`src/rtl/rv3n_muldiv_arbiter.sv`:
```
// Shares one iterative mul/div unit between two issue lanes with round-robin grant and tag return.
// Latency: issue the cycle after a slot loads; resp_valid the cycle after the unit's ack.
// Backpressure: one-entry slot per lane (ready = slot empty, low during flush); resp held until resp_ready.
// Optional zero-operand fast path is enabled by defining RV3N_MD_FASTPATH_EN.
module rv3n_muldiv_arbiter #(
  parameter int XLEN  = 32,
  parameter int TAG_W = 4
) (
  input  logic             clk,
  input  logic             rst,
  input  logic             lane0_req_valid,
  output logic             lane0_req_ready,
  input  logic [7:0]       lane0_req_para,
  input  logic [XLEN-1:0]  lane0_req_operand0,
  input  logic [XLEN-1:0]  lane0_req_operand1,
  input  logic [TAG_W-1:0] lane0_req_tag,
  input  logic             lane1_req_valid,
  output logic             lane1_req_ready,
  input  logic [7:0]       lane1_req_para,
  input  logic [XLEN-1:0]  lane1_req_operand0,
  input  logic [XLEN-1:0]  lane1_req_operand1,
  input  logic [TAG_W-1:0] lane1_req_tag,
  input  logic             flush,
  output logic             md_req_valid,
  output logic [7:0]       md_req_para,
  output logic [XLEN-1:0]  md_req_operand0,
  output logic [XLEN-1:0]  md_req_operand1,
  input  logic             md_ack_valid,
  input  logic [XLEN-1:0]  md_ack_data,
  input  logic             md_ack_busy,
  output logic             resp_valid,
  input  logic             resp_ready,
  output logic             resp_lane,
  output logic [TAG_W-1:0] resp_tag,
  output logic [XLEN-1:0]  resp_data,
  output logic             busy
);

  typedef enum logic [1:0] {ST_IDLE, ST_WAIT, ST_RESP, ST_DRAIN} state_t;

  state_t state, next_state;

  // Lane inputs gathered into arrays so both slots share one description
  logic [1:0]       in_vld;
  logic [7:0]       in_para [2];
  logic [XLEN-1:0]  in_op0  [2];
  logic [XLEN-1:0]  in_op1  [2];
  logic [TAG_W-1:0] in_tag  [2];

  assign in_vld     = {lane1_req_valid, lane0_req_valid};
  assign in_para[0] = lane0_req_para;
  assign in_para[1] = lane1_req_para;
  assign in_op0[0]  = lane0_req_operand0;
  assign in_op0[1]  = lane1_req_operand0;
  assign in_op1[0]  = lane0_req_operand1;
  assign in_op1[1]  = lane1_req_operand1;
  assign in_tag[0]  = lane0_req_tag;
  assign in_tag[1]  = lane1_req_tag;

  logic [1:0]       slot_vld;
  logic [7:0]       slot_para [2];
  logic [XLEN-1:0]  slot_op0  [2];
  logic [XLEN-1:0]  slot_op1  [2];
  logic [TAG_W-1:0] slot_tag  [2];
  logic             last_grant;

  // A flush must not let a new request slip into a slot it is clearing
  logic [1:0] req_rdy;
  logic [1:0] accept;
  assign req_rdy         = ~slot_vld & {2{~flush}};
  assign accept          = in_vld & req_rdy;
  assign lane0_req_ready = req_rdy[0];
  assign lane1_req_ready = req_rdy[1];

  // Round-robin: on a tie the lane that did not win last time goes next
  logic             grant_any;
  logic             grant_lane;
  logic [7:0]       g_para;
  logic [XLEN-1:0]  g_op0;
  logic [XLEN-1:0]  g_op1;
  logic [TAG_W-1:0] g_tag;
  logic             idle_go;
  logic             do_issue;
  logic             do_fast;
  logic             take;
  logic [XLEN-1:0]  fast_data;

  assign grant_any  = |slot_vld;
  assign grant_lane = (&slot_vld) ? ~last_grant : slot_vld[1];
  assign g_para     = slot_para[grant_lane];
  assign g_op0      = slot_op0[grant_lane];
  assign g_op1      = slot_op1[grant_lane];
  assign g_tag      = slot_tag[grant_lane];
  assign idle_go    = (state == ST_IDLE) && grant_any && !flush;

`ifdef RV3N_MD_FASTPATH_EN
  logic fast_hit;
  assign fast_hit = (g_op0 == '0) || (g_op1 == '0);
  assign do_fast  = idle_go && fast_hit;
  assign do_issue = idle_go && !fast_hit && !md_ack_busy;

  // Zero-operand result: mul gives 0, div by 0 all ones, rem by 0 the dividend, 0 dividend gives 0
  always_comb begin
    fast_data = '0;
    if (g_para[2] && (g_op1 == '0)) fast_data = g_para[1] ? g_op0 : '1;
  end
`else
  assign do_fast   = 1'b0;
  assign fast_data = '0;
  assign do_issue  = idle_go && !md_ack_busy;
`endif

  assign take = do_issue || do_fast;

  // Slot occupancy: load on handshake, free when granted, wipe on flush
  always_ff @(posedge clk) begin
    if (rst) begin
      slot_vld <= '0;
    end else begin
      for (int i = 0; i < 2; i++) begin
        if (flush)                                   slot_vld[i] <= 1'b0;
        else if (accept[i])                          slot_vld[i] <= 1'b1;
        else if (take && (grant_lane == 1'(i)))      slot_vld[i] <= 1'b0;
      end
    end
  end

  // Slot payload only matters while the slot is valid, so it carries no reset
  always_ff @(posedge clk) begin
    for (int i = 0; i < 2; i++) begin
      if (accept[i]) begin
        slot_para[i] <= in_para[i];
        slot_op0[i]  <= in_op0[i];
        slot_op1[i]  <= in_op1[i];
        slot_tag[i]  <= in_tag[i];
      end
    end
  end

  // Grant history; starts at 1 so lane 0 wins the first tie
  always_ff @(posedge clk) begin
    if (rst)       last_grant <= 1'b1;
    else if (take) last_grant <= grant_lane;
  end

  // Response register: owner latched at grant, data from fast path or unit ack
  always_ff @(posedge clk) begin
    if (rst) begin
      resp_lane <= 1'b0;
      resp_tag  <= '0;
      resp_data <= '0;
    end else begin
      if (take) begin
        resp_lane <= grant_lane;
        resp_tag  <= g_tag;
      end
      if (do_fast)                                              resp_data <= fast_data;
      else if ((state == ST_WAIT) && md_ack_valid && !flush)    resp_data <= md_ack_data;
    end
  end

  // State register
  always_ff @(posedge clk) begin
    if (rst) state <= ST_IDLE;
    else     state <= next_state;
  end

  // Next state; the unit cannot be aborted so a flushed op is drained unless its ack is already here
  always_comb begin
    next_state = state;
    case (state)
      ST_IDLE:  if (do_issue)     next_state = ST_WAIT;
                else if (do_fast) next_state = ST_RESP;
      ST_WAIT:  if (flush)        next_state = md_ack_valid ? ST_IDLE : ST_DRAIN;
                else if (md_ack_valid) next_state = ST_RESP;
      ST_RESP:  if (flush || resp_ready) next_state = ST_IDLE;
      ST_DRAIN: if (md_ack_valid) next_state = ST_IDLE;
      default:  next_state = ST_IDLE;
    endcase
  end

  // Outputs; unit request fields read as zero when no issue is happening
  always_comb begin
    md_req_valid    = do_issue;
    md_req_para     = '0;
    md_req_operand0 = '0;
    md_req_operand1 = '0;
    if (do_issue) begin
      md_req_para     = g_para;
      md_req_operand0 = g_op0;
      md_req_operand1 = g_op1;
    end
    resp_valid = (state == ST_RESP);
    busy       = (state != ST_IDLE) || (|slot_vld);
  end

endmodule

```
`config.mk`:
```
export PLATFORM = sky130hd
export DESIGN_NAME = rv3n_muldiv_arbiter
export DESIGN_NICKNAME = d
export VERILOG_FILES = /design/src/rtl/rv3n_muldiv_arbiter.sv
export SDC_FILE = /design/constraint.sdc
export NUM_CORES = 1
export LEC_CHECK = 0
export ABC_CLOCK_PERIOD_IN_PS = 7220
export CORE_MARGIN = 2
export CORE_UTILIZATION = 30
export CTS_CLUSTER_DIAMETER = 30
export DETAILED_ROUTE_END_ITERATION = 8
export PLACE_DENSITY = 0.67
export SETUP_SLACK_MARGIN = 0.02
export SLEW_MARGIN = 10
export SYNTH_ARGS = -nofsm -noshare
export SYNTH_HDL_FRONTEND = slang
export SYNTH_SLANG_ARGS = --single-unit
```
`constraint.sdc`:
```
create_clock -name clk -period 7.22 [get_ports clk]
set_input_delay 1.444 -clock clk [delete_from_list [all_inputs] [get_ports clk]]
set_output_delay 1.444 -clock clk [all_outputs]
set_load 0.005 [all_outputs]
```
==> results of run 1 <==
per-stage QoR:
stage	setup WS (ns)	total power, mW	hold WS, ns
floorplan	3.22	1.35	0.453
global placement	1.73	1.50	0.441
detailed placement	1.63	1.50	0.446
CTS	1.61	2.43	0.457
global route	1.47	2.49	0.473
finish	1.65	2.40	0.455
power groups by stage:
stage / logic [mW] / clock network, mW / registers [mW]
6_report: 0.209 / 0.932 / 1.26
5_1_grt: 0.226 / 1.00 / 1.27
4_1_cts: 0.213 / 0.958 / 1.26
3_5_place_dp: 0.212 / 0 / 1.29
3_3_place_gp: 0.210 / 0 / 1.29
2_1_floorplan: 0.0607 / 0 / 1.29
worst max-delay path: stages:
cell and delay, ns:
sky130_fd_sc_hd__clkdlybuf4s50_1 0.61, sky130_fd_sc_hd__nor4_4 0.51, sky130_fd_sc_hd__o21ai_4 0.38, sky130_fd_sc_hd__buf_4 0.40
sky130_fd_sc_hd__a21oi_1 0.21, sky130_fd_sc_hd__clkdlybuf4s50_1 0.54
sequential cells by signal, indices dropped and copies added, names as in the netlist:
signal      cells
slot_op0       64
resp_lane       1
last_grant      1
resp_tag        4
slot_op1       64
state           2
slot_vld        2
slot_para      16
resp_data      32
slot_tag        8
layout by cell type (no fill, tap or decap), types with 3 or more instances in the layout:
cell,n
sky130_fd_sc_hd__clkdlybuf4s50_1,305
sky130_fd_sc_hd__nand2_1,208
sky130_fd_sc_hd__edfxtp_1,152
sky130_fd_sc_hd__a21oi_1,106
sky130_fd_sc_hd__dfxtp_1,42
sky130_fd_sc_hd__clkbuf_16,17
sky130_fd_sc_hd__buf_4,7
sky130_fd_sc_hd__inv_1,6
sky130_fd_sc_hd__nor2_1,6
sky130_fd_sc_hd__nor2b_1,5
sky130_fd_sc_hd__o32ai_1,4
sky130_fd_sc_hd__a221oi_1,4
sky130_fd_sc_hd__o21ai_0,4
sky130_fd_sc_hd__inv_6,4
sky130_fd_sc_hd__inv_8,4
sky130_fd_sc_hd__clkinv_8,3
path summary, 6_finish.rpt:
path                                                   to  slack [ns]
worst max-delay path                  md_req_operand1[16]        1.65
worst min-delay path            resp_data[2]$_SDFFE_PP0P_        0.46
worst max register to register   resp_tag[1]$_SDFFE_PP0P_        4.81
worst min register to register  resp_data[2]$_SDFFE_PP0P_        0.46
area by class of cell:
type,instances,share of cell area
Inverter,6,0.00202
Sequential cell,194,0.485
Clock inverter,15,0.0141
Clock buffer,17,0.0382
Timing Repair Buffer,312,0.279
Multi-Input combinational cell,352,0.146
Antenna cell,1,0.000224
Tap cell,319,0.0358
routing by layer:
layer | routed length (um) | vias up | track usage | part of all wire
met1 | 8190 | 2564 | 0.183 | 0.40
met3 | 1630 | 32 | 0.0530 | 0.080
met5 | 0 | - | 0 | 0
met4 | 561 | 0 | 0.0676 | 0.028
met2 | 9980 | 246 | 0.265 | 0.49
li1 | - | 2638 | - | -
cells by family (layout without fill, tap and decap cells):
group                  after synthesis  after routing  synth area share
flip-flops                         194            194             0.751
AO/OA/AOI/OAI                      123            123            0.0922
multiplexers                         2              2           0.00296
AND/OR/NAND/NOR                    227            227             0.126
buffers and inverters               46            350            0.0270
other                                0              1                 0
==> impl_summary.md, run 1 <==
Status
The run finished with clean final reports.

Routing
The remaining number of nets flagged by the antenna check after routing is 0. The total routed wirelength is approximately 20 mm. The detailed-route via count is about 5.5k. In the routed design, unresolved DRC markers number 0. The initial detailed-routing violation count is 362. The ratio of routed vias to standard cells is 4.51. After detailed routing, the average wire length per cell comes to 16.7 um.

For this run, the detailed router's first-pass iteration total came to 4.

Floorplan
The I/O pin count is around 310. The initial utilization of the core area, before any placement, comes to 0.306. The area of the die is about 25000 um^2. The number of placement rows is 56. The x dimension of the die is between 150 and 200 um. In this run the standard cell core region covers 23500 um^2.

The die height is 159 um.

Placement
The total placed instance area is 10600 um^2. The routability-driven placement congestion ratio is 0.857. Including well taps, the total number of placed cells is 1183. The HPWL after detailed placement is 14.0 mm. The number of buffers added on ports is 305.

Logic synthesis
The area share of the largest cell type after synthesis is 0.635. The total of warnings raised by yosys is 0. By instance count, the leading cell after synthesis is sky130_fd_sc_hd__nand2_1.

In the post-synthesis netlist, the biggest area contributors are sky130_fd_sc_hd__edfxtp_1 (63%), sky130_fd_sc_hd__dfxtp_1 (12%), sky130_fd_sc_hd__nand2_1 (11%). For this run, asynchronously set or reset flops after synthesis account for 0. Sorting the synthesized cells by how often they occur yields sky130_fd_sc_hd__nand2_1 (208), sky130_fd_sc_hd__edfxtp_1 (152), sky130_fd_sc_hd__a21oi_1 (106), sky130_fd_sc_hd__dfxtp_1 (42), sky130_fd_sc_hd__clkbuf_1 (24). The cell type contributing the most total cell area after synthesis is sky130_fd_sc_hd__edfxtp_1. Counting every net in the synthesized netlist gives approximately 780. The flop and latch count out of synthesis is 194. The number of different library cells in the post-synthesis netlist is 28. Counting flops with a built-in enable in the synthesized netlist gives 152.

The dominant register cell in the synthesized netlist is sky130_fd_sc_hd__edfxtp_1. The number of standard cells after synthesis is 592. A synthesized cell averages 12.2 um^2. The mapped netlist covers slightly above 7000 um^2.

The share of the Yosys chip area taken by registers is 0.751.

Pwr
The static leakage is around 3.8 nW. In this run the power spent charging and discharging nets is 0.563 mW. In this run the power density over the cells is roughly 220 nW/um^2. The worst-case IR drop observed on VDD is 137 uV. Of the total power, combinational logic draws 0.087. Of the total power, registers draw 0.526. Internal power comes to 1.84 mW. The switching portion of total power is 0.234. The part of the power in the clock network is 0.387.

Run
The reported max-cap violation count is 0.

Critical path
The source of the worst register-to-register timing path is slot_vld[0]$_SDFFE_PP0P_. The critical path is of the in -> out type. The worst setup path is launched from a primary input.

The maximum net fanout on the critical path is 42. The count of cells along the worst register-to-register path is 4. Tracing the worst setup path back leads to its startpoint at flush.

For the worst setup path, the data required time is just under 6 ns. For the worst setup path, the data arrival time is 4.13 ns. The element type at the critical path end is an output port.

STA
Setup repair after global routing left no endpoint under its margin. The tightest slew margin relative to the limit is 0.234. The period utilization is 0.771. The final worst clock skew is 0.0108 ns.

The count of final max-slew check failures came to 0. The final total negative setup slack is 0 ns. Based on the critical path, the design can be clocked at up to 0.180 GHz. The final number of setup-violating endpoints is 0. The count of endpoints failing hold in the final timing report is 0. The post-route minimum period is 5.57 ns. For the pin with the worst max-slew slack, the measured transition is 1.15 ns.

Clock network
Hold repair after CTS inserted 0 buffers. Clock-pin slew was measured on the worst setup and hold paths at 0.08 ns. The number of buffers added by the clock tree synthesis step is 17. Once the clock tree was built, the resizer swapped 0 gates to a different size.

The later pin in the worst-skew pair is clocked with a latency of 0.42 ns. The root buffer cell chosen for the clock tree is sky130_fd_sc_hd__clkbuf_16. The number of setup buffers added after CTS is 0.

TritonCTS built the clock tree. CTS built an H-tree with a depth of 4. No sink is reached through more buffers than the 2 on the longest clock path. The clock sink count is 194.

GRT
The initial antenna violation count is 1. The number of global-route vias before repair is 5571. After global routing the overflow that remains totals 0. In the global route stage, overall resource usage came out at 0.157. Entering global routing, the biggest net connects between 70 and 80 pins.

The first global-routing pass estimated 30.6 mm of wire.

Final layout
The area added between synthesis and finish is 55.0%. The fraction of layout cells with a size suffix above 1 is 0.0525. Across the whole layout, storage elements account for 5410 um^2. Fill cells in the final layout number 2155. Measured on the finished design, the core utilization comes to 0.475.

After the flow finishes, the layout carries non-filler instances totaling around 1.2k. The area occupied by multi-input gates is 1630 um^2. The layout net count is approximately 1.1k. The area of all placed cells without fillers is 11200 um^2.

Min path
Counting instances, the worst hold path has a depth of 2. The type of the worst min-delay path is reg -> reg. In this run the most critical hold path is launched from resp_data[2]$_SDFFE_PP0P_.
No activity file was read; power rests on OpenSTA's default activity.
==> inputs of run 2 (changes only) <==
ABC_CLOCK_PERIOD_IN_PS = 5700   (was 7220)
clock period = 5.7 ns   (was 7.22 ns; I/O delays follow)
==> impl_summary.md, run 2 (synthesis gave the netlist of run 1 again) <==
STA
The post-route minimum period is roughly 4.9 ns. The tightest slew margin relative to the limit is 0.272. The period utilization is 0.852. Clock skew on the completed layout was measured at 0.0131 ns. Setup repair after global routing left no endpoint under its margin. The final total negative setup slack is 0 ns. The maximum clock frequency is around 0.21 GHz. The final number of setup-violating endpoints is 0.

The count of endpoints failing hold in the final timing report is 0. The count of final max-slew check failures is 0. For the pin with the worst max-slew slack, the measured transition is ~1.1 ns.

Final layout
Once layout is done, the placed cells without fillers occupy 11200 um^2. The number of antenna diodes in the final layout is 0. At the end of the flow the core is filled with cells to 0.477. The area added between synthesis and finish is 55.7%. After filler insertion, the fill cell instance count of the layout stands at between 2k and 2.5k. The largest registers in the layout are slot_op0: 64 flops, slot_op1: 64 flops, resp_data: 32 flops. The area occupied by multi-input gates is 1630 um^2. Leaving out fill and tap cells, the most frequent cells in the layout are sky130_fd_sc_hd__clkdlybuf4s50_1 (305), sky130_fd_sc_hd__nand2_1 (208), sky130_fd_sc_hd__edfxtp_1 (152).

The total area of sequential cells is around 5400 um^2. The layout net count is about 1.1k. Of the cells placed in the final design, the portion with a size suffix greater than 1 is 0.0546. Leaving out fill and tap cells, the most frequent cell in the layout is sky130_fd_sc_hd__clkdlybuf4s50_1.

Critical path
The largest individual stage delay along the critical path comes from the cell sky130_fd_sc_hd__clkdlybuf4s50_1. The delay contributed by the slowest stage of the critical path is ~0.6 ns. By instance count, the cell type seen most on the critical path is sky130_fd_sc_hd__clkdlybuf4s50_1.

Walking the worst path, the cells encountered are clkdlybuf4s50_1 > nor4_4 > o21ai_4 > buf_4 > a21oi_1 > clkdlybuf4s50_1. The critical path class is in -> out. The worst setup path is launched from a primary input. Counting cells, the worst reg-to-reg path comes to 4. In this run the worst setup path begins at flush.

The internal reg-to-reg setup slack is approximately 3.6 ns. For the worst setup path, the data arrival time is between 3 and 4 ns. Data on the critical path is required at its endpoint by between 4 and 5 ns. The source of the worst register-to-register timing path is state[1]$_SDFFE_PP0P_.

The end of the worst register-to-register path is resp_tag[0]$_SDFFE_PP0P_. The maximum net fanout on the critical path is 36. The element type at the critical path end is an output port. The critical path ends at md_req_operand0[18].

Floorplan
The initial utilization of the core area, before any placement, comes to 0.306. The number of placement rows is 56. The die covers approximately 25000 um^2.

The floorplan step defined a core boundary enclosing 23500 um^2. The floorplan step set the die width to 159 um. The die height is 159 um.

Pin placement for this block handled between 300 and 400 I/O pins.

Pwr
The switching portion of total power is 0.225. The sequential power share is 0.513. The switching power total is 0.702 mW. Cell internal power was estimated by the tool at 2.42 mW.

The worst supply voltage drop on vdd is around 170 uV. The static leakage is 3.83 nW. In this run the power density over the cells is 279 nW/um^2. The logic gate share of total power is 0.085. The part of the power in the clock network is 0.402.

Clock network
The post-cts repair resize count is 0. Hold repair after CTS inserted 0 buffers. The clock latency reported for the late side of the worst-skew pair is 0.43 ns. The clock sink count is approximately 190. The clock transition at the register clock pins on the worst setup and hold paths after CTS is approximately 0.080 ns.

The clock tree from TritonCTS is done. The clock passes through at most 2 buffers. The H-tree was split into 4 levels. In this run the clock root is driven by a sky130_fd_sc_hd__clkbuf_16.

The number of setup buffers added after CTS is 0. The number of buffers added by the clock tree synthesis step is 17.

GRT
In the global route stage, met1 resource usage came out at 0.182. The number of global-route vias before repair is 5650. The total routing usage reported by global routing is 0.157.

The global routing met3 resource utilization is 0.0517. The met2 layer usage reported by global route is 0.268. The most used routing layer in global routing is met2. After global routing the overflow that remains totals 0.

Entering global routing, the biggest net connects 77 pins. The first global-routing pass estimated 30.6 mm of wire. The initial antenna violation count is 0.

Routing
After the first detailed-routing iteration, the DRC count stood at 463. After detailed routing, the average wire length per cell comes to roughly 17 um. After detailed routing, the number of vias per cell comes to approximately 4.5.

The detailed-route via count is 5491. The routed design has 20.2 mm of wire. After detailed routing, the number of remaining DRC violations is 0. The remaining number of nets flagged by the antenna check after routing is 0.

The detailed-routing iteration count for the pre-antenna-repair pass is 5.

Placement
The number of buffers added on ports is between 300 and 400. The total placed instance area is between 10000 and 15000 um^2. After legalization and detailed placement, the total HPWL measured 14.3 mm. The routability-driven placement congestion ratio is 0.809.

Min path
The path class of the tightest hold or removal check is reg -> reg.

Status
The flow ran to the end, and the final reports show no timing, DRC or antenna violations.

Run
The reported max-cap violation count is 0.
-- run 2: area by class of cell --
cell class | instances | share of cell area
flip-flops and latches | 194 | 0.482
repair buffers | 314 | 0.279
multi-input cells | 352 | 0.146
clock buffers | 18 | 0.0383
well taps | 319 | 0.0356
clock inverters | 14 | 0.0173
inverters | 6 | 0.00201
-- run 2: worst min-delay path by stage --
| stage | from | depth (start not counted) | slack, ns | endpoint |
|---|---|---|---|---|
| CTS | resp_data[4]$_SDFFE_PP0P_ | 2 | 0.46 | resp_data[4]$_SDFFE_PP0P_ |
| global route | resp_data[14]$_SDFFE_PP0P_ | 2 | 0.48 | resp_data[14]$_SDFFE_PP0P_ |
| detailed placement | resp_data[4]$_SDFFE_PP0P_ | 2 | 0.45 | resp_data[4]$_SDFFE_PP0P_ |
| floorplan | resp_data[0]$_SDFFE_PP0P_ | 2 | 0.45 | resp_data[0]$_SDFFE_PP0P_ |
| global placement | resp_data[31]$_SDFFE_PP0P_ | 2 | 0.44 | resp_data[31]$_SDFFE_PP0P_ |
| finish | resp_data[24]$_SDFFE_PP0P_ | 2 | 0.46 | resp_data[24]$_SDFFE_PP0P_ |
-- run 2: worst max-delay path: cells and delay by family --
kind	cells	cell delay (ns)
compound gates	2	0.57
buf+inv	3	1.48
simple gates	1	0.51
-- run 2: layer usage --
| layer | vias up | wire, um |
|---|---|---|
| met3 | 33 | 1620 |
| met4 | 0 | 510 |
| met1 | 2561 | 7970 |
| met5 | - | 0 |
| met2 | 257 | 10100 |
| li1 | 2640 | - |
-- run 2: through the flow --
step | power (mW) | worst slack [ns] | cells | hold slack, ns
final | 3.12 | 0.844 | 1217 | 0.456
after global routing | 3.24 | 0.605 | 1217 | 0.475
after floorplan | 1.71 | 2.01 | 592 | 0.453
after detailed placement | 1.90 | 0.833 | 1185 | 0.447
after global placement | 1.90 | 0.918 | 1185 | 0.442
after CTS | 3.16 | 0.816 | 1217 | 0.458
-- run 2: power groups by stage --
stage | Sequential (mW) | Clock, mW | Combinational [mW]
2_1_floorplan | 1.63 | 0 | 0.0768
3_3_place_gp | 1.63 | 0 | 0.267
3_5_place_dp | 1.63 | 0 | 0.269
4_1_cts | 1.60 | 1.29 | 0.270
5_1_grt | 1.61 | 1.34 | 0.289
6_report | 1.60 | 1.25 | 0.266
==> inputs of run 3 (changes only) <==
CORE_MARGIN = 4   (was 2)
==> impl_summary.md, run 3 (synthesis gave the netlist of run 1 again) <==
Min path
The worst hold path startpoint is resp_data[25]$_SDFFE_PP0P_. The type of the worst min-delay path is reg -> reg.

Pwr
The switching portion of total power is 0.231. The worst-case IR drop observed on VDD is around 160 uV. The switching power total is ~0.70 mW. The part of the power in the clock network is 0.384. The design draws between 3 and 4 mW. The design internal power is 2.33 mW.

The logic gate share of total power is 0.088. Of the total power, registers draw 0.528. The power per standard cell area is 272 nW/um^2. The static leakage is 3.81 nW.

Final layout
Compared with the post-synthesis result, the final layout area differs by 55.1%. In the final design database the tool counted 1075 nets. The library cell used most frequently in the layout, excluding fill and tap cells, is sky130_fd_sc_hd__clkdlybuf4s50_1.

The finished layout holds ~1.2k standard cells, fillers aside. The fraction of layout cells with a size suffix above 1 is 0.0525. 0 antenna diodes ended up in the layout.

The library cells used most frequently in the layout, excluding fill and tap cells, are sky130_fd_sc_hd__clkdlybuf4s50_1 (305), sky130_fd_sc_hd__nand2_1 (208), sky130_fd_sc_hd__edfxtp_1 (152). The area occupied by multi-input gates is 1640 um^2. The layout has about 2.2k filler cells.

In the final layout, the registers with the most flip-flops are slot_op0: 64 flops, slot_op1: 64 flops, resp_data: 32 flops. The total area of sequential cells is 5410 um^2.

Critical path
The cell family with the largest share of critical-path delay is buffers and inverters. In this run the critical register-to-register path is launched from state[0]$_SDFFE_PP0P_. The end point of the critical path is md_req_operand0[9]. Across all register-to-register paths, the minimum setup slack is 3.53 ns. The path length in cells of the critical path is 6. The cell repeated most along the worst path is sky130_fd_sc_hd__clkdlybuf4s50_1.

The worst register-to-register path has a depth of 4. Of all nets on the critical path, the largest fanout is 44. The critical path class is in -> out. STA classifies the critical path startpoint as a primary input. On the critical path, the stage with the largest delay is an instance of sky130_fd_sc_hd__clkdlybuf4s50_1. The worst setup path is captured at an output port. The worst register-to-register path ends at resp_tag[1]$_SDFFE_PP0P_.

Tracing the worst setup path back leads to its startpoint at flush. Walking the worst path, the cells encountered are clkdlybuf4s50_1 > nor4_4 > o21ai_4 > buf_12 > a21oi_1 > clkdlybuf4s50_1. The required time at the worst-slack endpoint is between 4 and 5 ns. For the worst setup path, the data arrival time is 3.83 ns. For this run, the slowest stage of the critical path takes approximately 0.61 ns. Counting both buffers and inverters, the worst setup path holds a total of 3.

Clock network
Once the clock tree was built, the resizer swapped 0 gates to a different size. Clock tree synthesis inserted a total of 17 buffers. The clock sink count is 194. The clock transition at the register clock pins on the worst setup and hold paths after CTS is approximately 0.080 ns.

The clock root buffer is sky130_fd_sc_hd__clkbuf_16. The hold buffer count at CTS is 0. Clock latency on the worst-skew pair, taken at its later pin, is 0.42 ns.

TritonCTS built the clock tree. The clock passes through at most 2 buffers. Buffers added to address setup during post-CTS repair amount to 0. The number of levels the H-tree was split into is 4.

Routing
In this run, the number of DRC markers left after iteration 0 of detailed routing was 340. In the final routed layout, each cell accounts on average for about 17 um. The detailed-routing iteration count for the pre-antenna-repair pass is 4.

Across all layers, the routed design uses about 5.5k vias. For this block, the routed nets add up to around 21 mm of wire. The number of design rule violations left after detail routing is 0. The remaining number of nets flagged by the antenna check after routing is 0. The ratio of routed vias to standard cells is approximately 4.5.

Placement
After legalization and detailed placement, the total HPWL measured about 14 mm. Including well taps, the total number of placed cells is 1183. In this run the tool buffered the top-level ports with 305 buffer cells. Routability-driven placement finished with a final weighted congestion of 0.824.

Floorplan
The die height is about 160 um. The initial utilization of the core area, before any placement, comes to 0.306. The floorplan has 56 rows. The placeable core area is 23500 um^2. For this design the top-level I/O count stands at 306.

The die covers between 20000 and 30000 um^2. The die is 163 um wide.

GRT
The number of global-route vias before repair is 5663. After global routing the overflow that remains totals 0. The maximum number of pins on one net before global-route repair is 79. The first global-routing pass estimated 31.4 mm of wire. The total routing usage reported by global routing is 0.153. The initial antenna violation count is 0.

STA
The transition at the pin with the smallest max-transition slack is between 1 and 1.5 ns. The tightest slew margin relative to the limit is 0.230. Setup total negative slack on the finished layout was measured at 0 ns.

The maximum clock frequency is 0.201 GHz. On the final layout, the worst clock skew is 0.0139 ns. The count of endpoints failing hold in the final timing report is 0.

Dividing the final minimum period by the clock period gives 0.872. Setup repair after global routing left no endpoint under its margin. The count of final max-slew check failures is 0.

The post-route minimum period is ~5.0 ns. The final number of setup-violating endpoints is 0.

Run
Across the run, the number of max-cap violations was 0.

Status
The run finished with clean final reports.
run 3: how the worst min path moves through the flow:
stage	end	depth (start not counted)
final	resp_data[25]$_SDFFE_PP0P_	2
after global routing	resp_data[3]$_SDFFE_PP0P_	2
after CTS	resp_data[9]$_SDFFE_PP0P_	2
after detailed placement	resp_data[9]$_SDFFE_PP0P_	2
after global placement	resp_data[29]$_SDFFE_PP0P_	2
after floorplan	resp_data[0]$_SDFFE_PP0P_	2
run 3: layout make-up:
class,count,area share
Tap cell,319,0.0358
Multi-Input combinational cell,352,0.147
Timing Repair Buffer,312,0.280
Inverter,6,0.00202
Sequential cell,194,0.485
Clock inverter,15,0.0129
Clock buffer,17,0.0381
run 3: tightest hold or removal path, cell delays in order (launching register included):
cell	delay, ns
sky130_fd_sc_hd__dfxtp_1	0.31
sky130_fd_sc_hd__nand2_1	0.05
sky130_fd_sc_hd__a21oi_1	0.05
run 3: metal layers:
layer / global-route usage / up-vias / wire length, um / share of wire
met5: 0 / - / 0 / 0
met4: 0.0648 / 0 / 729 / 0.035
met3: 0.0402 / 43 / 1420 / 0.068
met2: 0.258 / 223 / 10300 / 0.49
met1: 0.185 / 2598 / 8440 / 0.40
li1: - / 2643 / - / -
run 3: through the flow:
stage | hold WS [ns] | cell area [um^2] | setup slack (ns) | util
6_report | 0.454 | 11200 | 0.727 | 0.474
5_1_grt | 0.478 | 11200 | 0.539 | 0.474
4_1_cts | 0.457 | 11200 | 0.724 | 0.474
3_5_place_dp | 0.445 | 10600 | 0.750 | 0.450
3_3_place_gp | 0.441 | 10600 | 0.806 | 0.450
2_1_floorplan | 0.453 | 7190 | 2.01 | -
run 3: power by group through the flow:
stage,clock [mW],sequential (mW),combinational [mW]
after global routing,1.26,1.60,0.289
final,1.16,1.60,0.267
after detailed placement,0,1.63,0.272
after global placement,0,1.63,0.269
after CTS,1.20,1.60,0.273
after floorplan,0,1.63,0.0768
